**config.mk**
```make
export PLATFORM = sky130hd
export DESIGN_NAME = clk_div_monitor
export DESIGN_NICKNAME = d
export VERILOG_FILES = /design/src/rtl/clk_div_monitor.sv
export SDC_FILE = /design/constraint.sdc
export NUM_CORES = 1
export LEC_CHECK = 0
export CAP_MARGIN = 20
export CORE_MARGIN = 4
export CORE_UTILIZATION = 30
export CTS_CLUSTER_SIZE = 30
export DETAILED_ROUTE_END_ITERATION = 6
export SETUP_SLACK_MARGIN = 0.3
export SYNTH_ARGS = -nofsm -noshare
export SYNTH_HDL_FRONTEND = slang
export SYNTH_SLANG_ARGS = --single-unit
export TNS_END_PERCENT = 20
```
**constraint.sdc**
```tcl
create_clock -name clk_in -period 5.91 [get_ports clk_in]
set_input_delay 1.182 -clock clk_in [delete_from_list [all_inputs] [get_ports clk_in]]
set_output_delay 1.182 -clock clk_in [all_outputs]
set_load 0.005 [all_outputs]
```
**src/rtl/clk_div_monitor.sv**
```systemverilog
// clk_div_monitor: measures period and high time of a divided clock
// in clk_in cycles; tracks lock, period errors and a stopped clock.
module clk_div_monitor #(
  parameter int CNT_W      = 8,
  parameter int EXP_PERIOD = 5,
  parameter int TOL        = 0,
  parameter int LOCK_N     = 4,
  parameter int TIMEOUT    = 64
) (
  input  logic             clk_in,
  input  logic             rst_n,
  input  logic             en,
  input  logic             div_clk,
  output logic [CNT_W-1:0] period,
  output logic [CNT_W-1:0] high_cnt,
  output logic             meas_valid,
  output logic             locked,
  output logic             period_err,
  output logic             timeout
);

  localparam int LO_I = (EXP_PERIOD > TOL) ? EXP_PERIOD - TOL : 0;
  localparam int HI_I = EXP_PERIOD + TOL;

  localparam logic [CNT_W-1:0] LO_B    = CNT_W'(LO_I);
  localparam logic [CNT_W-1:0] HI_B    = CNT_W'(HI_I);
  localparam logic [CNT_W-1:0] TO_TC   = CNT_W'(TIMEOUT - 2);
  localparam logic [CNT_W-1:0] CNT_MAX = '1;
  localparam logic [CNT_W-1:0] CNT_ONE = CNT_W'(1);
  localparam logic [CNT_W-1:0] CNT_0   = '0;
  localparam logic [3:0]       LOCK_C  = 4'(LOCK_N);

  typedef enum logic [1:0] {
    IDLE,
    MEAS,
    LOCK
  } state_t;

  state_t state_q;

  logic s1_q, s2_q, s3_q;
  logic rise, hi;

  logic [CNT_W-1:0] pcnt_q, pcnt_d;
  logic [CNT_W-1:0] hcnt_q, hcnt_d;
  logic [3:0]       cons_q, cons_d;
  logic             in_tol;

  logic [CNT_W-1:0] period_q, high_q;
  logic             mvalid_q, locked_q, perr_q, tout_q;

  assign rise = s2_q & ~s3_q;
  assign hi   = s2_q;

  // two-flop synchroniser plus edge register for div_clk
  always_ff @(posedge clk_in or negedge rst_n) begin
    if (!rst_n) begin
      s1_q <= 1'b0;
      s2_q <= 1'b0;
      s3_q <= 1'b0;
    end else begin
      s1_q <= div_clk;
      s2_q <= s1_q;
      s3_q <= s2_q;
    end
  end

  // saturating increments; at a rise these are the measured values
  always_comb begin
    pcnt_d = pcnt_q;
    hcnt_d = hcnt_q;
    cons_d = cons_q;
    if (pcnt_q != CNT_MAX) pcnt_d = pcnt_q + CNT_ONE;
    if (hcnt_q != CNT_MAX && hi) hcnt_d = hcnt_q + CNT_ONE;
    if (cons_q >= LOCK_C) cons_d = LOCK_C;
    else cons_d = cons_q + 4'd1;
    in_tol = (pcnt_d >= LO_B) && (pcnt_d <= HI_B);
  end

  // measurement FSM with registered outputs
  always_ff @(posedge clk_in or negedge rst_n) begin
    if (!rst_n) begin
      state_q  <= IDLE;
      pcnt_q   <= CNT_0;
      hcnt_q   <= CNT_0;
      cons_q   <= 4'd0;
      period_q <= CNT_0;
      high_q   <= CNT_0;
      mvalid_q <= 1'b0;
      locked_q <= 1'b0;
      perr_q   <= 1'b0;
      tout_q   <= 1'b0;
    end else begin
      mvalid_q <= 1'b0;
      perr_q   <= 1'b0;
      if (!en) begin
        state_q  <= IDLE;
        pcnt_q   <= CNT_0;
        hcnt_q   <= CNT_0;
        cons_q   <= 4'd0;
        locked_q <= 1'b0;
        tout_q   <= 1'b0;
      end else begin
        unique case (state_q)
          IDLE: begin
            pcnt_q <= CNT_0;
            hcnt_q <= CNT_0;
            if (rise) begin
              state_q <= MEAS;
              tout_q  <= 1'b0;
            end
          end
          MEAS, LOCK: begin
            if (rise) begin
              period_q <= pcnt_d;
              high_q   <= hcnt_d;
              mvalid_q <= 1'b1;
              pcnt_q   <= CNT_0;
              hcnt_q   <= CNT_0;
              if (in_tol) begin
                cons_q <= cons_d;
                if (cons_d == LOCK_C) begin
                  locked_q <= 1'b1;
                  state_q  <= LOCK;
                end
              end else begin
                perr_q   <= 1'b1;
                cons_q   <= 4'd0;
                locked_q <= 1'b0;
                state_q  <= MEAS;
              end
            end else if (pcnt_q == TO_TC) begin
              tout_q   <= 1'b1;
              locked_q <= 1'b0;
              cons_q   <= 4'd0;
              pcnt_q   <= CNT_0;
              hcnt_q   <= CNT_0;
              state_q  <= IDLE;
            end else begin
              pcnt_q <= pcnt_d;
              hcnt_q <= hcnt_d;
            end
          end
          default: state_q <= IDLE;
        endcase
      end
    end
  end

  assign period     = period_q;
  assign high_cnt   = high_q;
  assign meas_valid = mvalid_q;
  assign locked     = locked_q;
  assign period_err = perr_q;
  assign timeout    = tout_q;

endmodule
```
==> results.ini, run 1 <==
[global_routing]
first_global_vias = 1778
grtUsageTotal = 0.1160
overflow = 0
grt_use_met3 = 0.02737
gr-usage-met1 = 0.1519
use_met2 = 0.1846
antenna_found_initial = 0
grt_max_degree = 46
top_usage_layer = met2
grt_pass1_wl_um = 8383

[power_and_ir_drop]
total_power_mw = 0.5793
vdd.ir_drop.worst_v = 0.0001298
power_switching_mw = 0.1437
share_seq_of_total_power = 0.558
power.share.clock = 0.337
combPwrFrac = 0.105
p_leak_nw = 1.135
intPower_mw = 0.4356
powerDensity_nw_per_um2 = 212.9
sw_frac_of_total = 0.2480

[setup_path]
r2r-end = hcnt_q[1]
criticalPathCategory = in -> reg
end_kind = flop
crit_fanout = 14
cp.required_ns = 6.13
crit_end = hcnt_q[7]
crit_start = en
rrSetupSlack_ns = 3.50
r2r-start = pcnt_q[0]
worstRegToRegCells = 6
start_kind = input port
crit_arrival_ns = 3.06

[synthesis]
synth_area_leaders = dfrtp_1 (48%), o21ai_0 (7.5%), nand2_1 (6.5%)
ys_ff_latch = 45
synth_cell_types = 44
yosys_warnings = 0
syn-num-nets = 263
synth_top_area_frac = 0.4844
synth_area_per_cell_um2 = 9.189
synth_cells = 253
synth_top_area_cell = dfrtp_1
mappedNetlistArea_um2 = 2325
ys_seq_area_frac = 0.4844

[clock_tree]
clk_path_buf_depth = 2
ctsRootBufferMaster = clkbuf_8
cts_setup_buffers = 0
clkTransAtPathRegs_ns = 0.08
cts.htree.levels = 2
insertion_delay_ns = 0.30
cts_made_buffers = 5
cts_resized = 0
cts.sinks = 45
cts_tree = built
holdBufCountCts = 0

[floorplan]
dieArea_um2 = 9222
coreArea_um2 = 7408
die_h_um = 96.03
die_w_um = 96.03
num_rows = 31
boundaryPins = 24
initial_core_util = 0.3138

[detailed_routing]
drc_errors = 0
finalWirelength_um = 4904
postRouteAntennaNets = 0
viasPerCell = 5.008
detail_route.first_pass.iterations = 4
dr.first_iter.drc_count = 66
route.detailed.wl_per_inst_um = 13.18
via_count = 1863

[outcome]
status = completed

[timing]
hold_viol = 0
fmax_mhz = 353.1
rsz0062_at_grt = no
worst_pin_slew_ns = 0.9905
fin_skew_ns = 0.007083
period_needed_ns = 2.832
relSlewSlack = 0.3390
finalSetupTns_ns = 0
min_period_over_period = 0.4793
setup_viol = 0
slew_violations = 0

[hold_path]
worstHoldPathType = reg -> reg
hold_path_depth = 0

[layout]
drive_above_1_share = 0.05128
multi_input_area_um2 = 1111
regArea_um2 = 1126
fin_nets = 283
area_growth_pct = 17.06
n_antenna_cell = 0
final_cell_mix = dfrtp_1 (45), nand2_1 (40), o21ai_0 (35)
fillers = 753
final_common_cell = dfrtp_1

[place]
gp_congestion = 0.8001
portBuffers = 23
dp_hpwl_um = 3421

[run]
cap_violations = 0

## how the worst min path moves through the flow
stage,from,endpoint,slack [ns]
4_1_cts,s1_q,hi,0.35
5_1_grt,s1_q,hi,0.37
2_1_floorplan,s1_q,hi,0.33
6_report,s1_q,hi,0.35
3_3_place_gp,s1_q,hi,0.33
3_5_place_dp,s1_q,hi,0.34
## worst max-delay path: stages
cell	delay, ns
clkdlybuf4s50_1	0.66
nand2_1	0.11
nor2_1	0.69
o21ai_0	0.19
a31oi_1	0.21
## metrics by stage
step	worst slack (ns)	util	std cells	hold WS, ns	instance area (um^2)
floorplan	3.604	-	253	0.3312	2325
global placement	2.790	0.3557	365	0.3345	2635
detailed placement	2.735	0.3557	365	0.3356	2635
CTS	3.072	0.3673	372	0.3537	2721
global route	2.887	0.3673	372	0.3693	2721
finish	3.078	0.3673	372	0.3505	2721
## routing by layer
| layer | vias up | wire length, um |
|---|---|---|
| li1 | 927 | - |
| met2 | 27 | 2323 |
| met3 | 6 | 156 |
| met5 | - | 0 |
| met1 | 903 | 2363 |
| met4 | 0 | 62 |
## Yosys cell counts
library cell and instances:
buf_2 1, o21bai_1 2, dfrtp_1 45, o31ai_2 1, nor2_1 18, o21ai_1 4, mux2i_1 3, a32o_1 1
or3_1 3, o21ai_0 35, nand4_1 4, xnor2_1 6, ha_1 6, a22o_1 1, nor3_1 1, a21o_1 1
a21oi_1 15, o2111ai_2 1, nand2_1 40, nor3b_1 1, a21boi_1 1, xor2_1 2, nand3_1 7, o31ai_1 4
o311ai_2 1, o2111ai_1 1, a31oi_1 5, a21bo_2 1, o21a_1 1, and2_1 4, and3_1 3, and4b_1 1
a2111oi_4 1, nand4bb_1 1, buf_6 1, o31a_1 2, nor2b_1 2, clkbuf_1 10, a211oi_1 1, o21ba_1 1
nand2b_1 2, o22a_1 1, nand3b_1 2, inv_1 9
## sequential cells by signal, indices dropped and copies added (netlist names)
name        count
cons_q          4
hi              1
period          8
pcnt_q          8
s1_q            1
meas_valid      1
locked          1
timeout         1
hcnt_q          8
period_err      1
state_q         2
high_cnt        8
s3_q            1
## power groups by stage
stage	sequential (mW)	combinational, mW	clock (mW)
after floorplan	0.330	0.0322	0
after global placement	0.330	0.0607	0
after detailed placement	0.330	0.0612	0
after CTS	0.324	0.0617	0.200
after global routing	0.325	0.0693	0.210
final	0.323	0.0606	0.195
## cell families (layout without fill, tap and decap cells)
family,after synthesis,after routing,share of synthesized area
buffers and inverters,21,41,0.03767
XOR/XNOR,8,8,0.03014
AND/OR/NAND/NOR,89,89,0.1781
AO/OA/AOI/OAI,81,81,0.2244
flip-flops,45,45,0.4844
adder cells (fa/ha/maj),6,6,0.03229
multiplexers,3,3,0.01292
## cell type report
type                    count  area share
flip-flops and latches     45      0.4138
multi-input cells         187      0.4083
repair buffers             25     0.08828
well taps                  99     0.04552
clock buffers               7     0.03172
inverters                   9     0.01241
No activity file was read; power rests on OpenSTA's default activity.
==> run 2, diff against run 1 <==
==> constraint.sdc (replaced) <==
create_clock -name clk_in -period 2.6 [get_ports clk_in]
set_input_delay 0.52 -clock clk_in [delete_from_list [all_inputs] [get_ports clk_in]]
set_output_delay 0.52 -clock clk_in [all_outputs]
set_load 0.005 [all_outputs]
==> results.ini, run 2 (synthesized netlist as in run 1, its figures left out) <==
[outcome]
status = completed

[clock_tree]
clk_path_buf_depth = 2  ; unchanged
cts_resized = 0  ; unchanged
clkTransAtPathRegs_ns = 0.08  ; about the same
cts_made_buffers = 5  ; unchanged
cts.htree.levels = 2  ; unchanged
ctsRootBufferMaster = clkbuf_8
cts.sinks = 45  ; unchanged
insertion_delay_ns = 0.30  ; about the same
cts_setup_buffers = 0  ; unchanged
cts_tree = built
holdBufCountCts = 0  ; unchanged

[floorplan]
boundaryPins = 24  ; unchanged
num_rows = 31  ; unchanged
coreArea_um2 = 7408  ; unchanged
dieArea_um2 = 9222  ; unchanged
die_h_um = 96.03  ; unchanged
die_w_um = 96.03  ; unchanged
initial_core_util = 0.3138  ; unchanged

[detailed_routing]
postRouteAntennaNets = 0  ; unchanged
finalWirelength_um = 4962  ; +1.2%
viasPerCell = 4.923  ; -1.7%
dr.first_iter.drc_count = 106  ; +61%
via_count = 1851  ; -0.64%
drc_errors = 0  ; unchanged
route.detailed.wl_per_inst_um = 13.20  ; +0.11%
detail_route.first_pass.iterations = 4  ; unchanged

[timing]
relSlewSlack = 0.5738  ; +0.2348
setup_viol = 0  ; unchanged
fin_skew_ns = 0.006971  ; -0.0001122 ns
fmax_mhz = 454.6
worst_pin_slew_ns = 0.6394  ; -0.3512 ns
slew_violations = 0  ; unchanged
rsz0062_at_grt = yes
layout_setup_ws_ns = 0.4003  ; -2.677 ns
finalSetupTns_ns = 0  ; unchanged
min_period_over_period = 0.8460
hold_viol = 0  ; unchanged
period_needed_ns = 2.200

[setup_path]
end_kind = flop
start_kind = flop
cp.required_ns = 2.82  ; -3.31 ns
crit_fanout = 8  ; -6
criticalPathCategory = reg -> reg
crit_arrival_ns = 2.42  ; -0.64 ns

[hold_path]
worstHoldPathType = in -> async

[global_routing]
overflow = 0  ; unchanged
first_global_vias = 1850  ; +4.0%
antenna_found_initial = 0  ; unchanged
grt_pass1_wl_um = 8714  ; +3.9%
grt_max_degree = 36  ; -22%
grtUsageTotal = 0.1193  ; +0.003291

[power_and_ir_drop]
vdd.ir_drop.worst_v = 0.0002652  ; +100%
p_leak_nw = 1.150  ; +1.3%
powerDensity_nw_per_um2 = 476.3  ; +120%
total_power_mw = 1.306  ; +130%

[layout]
final_common_cell = dfrtp_1
final_cell_mix = dfrtp_1 (45), nand2_1 (40), o21ai_0 (35)
fin_area_um2 = 2743  ; +0.78%
fin_nets = 286  ; +1.1%
drive_above_1_share = 0.06859  ; +0.01731
multi_input_area_um2 = 1114  ; +0.23%
n_antenna_cell = 0  ; unchanged
area_growth_pct = 17.98
regArea_um2 = 1126  ; unchanged
fillers = 769  ; +2.1%

[place]
post-place-ws_ns = 0.2659  ; -2.469 ns
dpl_cell_area_um2 = 2658  ; +0.85%
portBuffers = 23  ; unchanged
dp_hpwl_um = 3546  ; +3.7%
gp_congestion = 0.8174  ; +2.2%

[run]
cap_violations = 0  ; unchanged

run 2: final cells by class:
cell class / instances / area share
repair buffers: 28 / 0.09580
flip-flops and latches: 45 / 0.4106
clock inverters: 2 / 0.003650
well taps: 99 / 0.04516
inverters: 9 / 0.01232
clock buffers: 6 / 0.02646
multi-input cells: 187 / 0.4060
run 2: report_power, final:
| group | switching [mW] | leakage (nW) | total, mW | internal, mW |
|---|---|---|---|---|
| sequential | 0.0156 | 0.616 | 0.736 | 0.720 |
| clock | 0.241 | 0.0450 | 0.427 | 0.187 |
| combinational | 0.0809 | 0.489 | 0.143 | 0.0622 |
run 2: final timing paths:
path	endpoint	cells past startpoint	slack (ns)	start
setup / recovery	cons_q[0]	6	0.40	pcnt_q[0]
hold / removal	state_q[0]	1	0.23	rst_n
setup reg to reg	cons_q[0]	6	0.40	pcnt_q[0]
hold reg to reg	hi	0	0.37	s1_q
max in group asynchronous	hcnt_q[6]	2	1.77	rst_n
min in group clk_in	hi	0	0.37	s1_q
run 2: metal layers:
metal  GRT usage  wire, um  vias up
met5           0         0        -
met2      0.1852      2317       32
met4     0.03555        59        0
li1            -         -      932
met3     0.02580       193        7
met1      0.1661      2391      880
run 2: stage by stage:
step,utilization,hold slack (ns),instances
4_1_cts,0.3699,0.2640,376
5_1_grt,0.3702,0.2886,376
2_1_floorplan,-,0.2244,253
3_5_place_dp,0.3587,0.3616,368
3_3_place_gp,0.3587,0.3327,368
6_report,0.3702,0.2346,376
run 2: worst max-delay path: stages, from the launching register on:
cell       delay, ns
dfrtp_1         0.50
ha_1            0.29
and3_1          0.26
xor2_1          0.13
a2111oi_4       0.50
nand4_1         0.22
o31ai_2         0.20
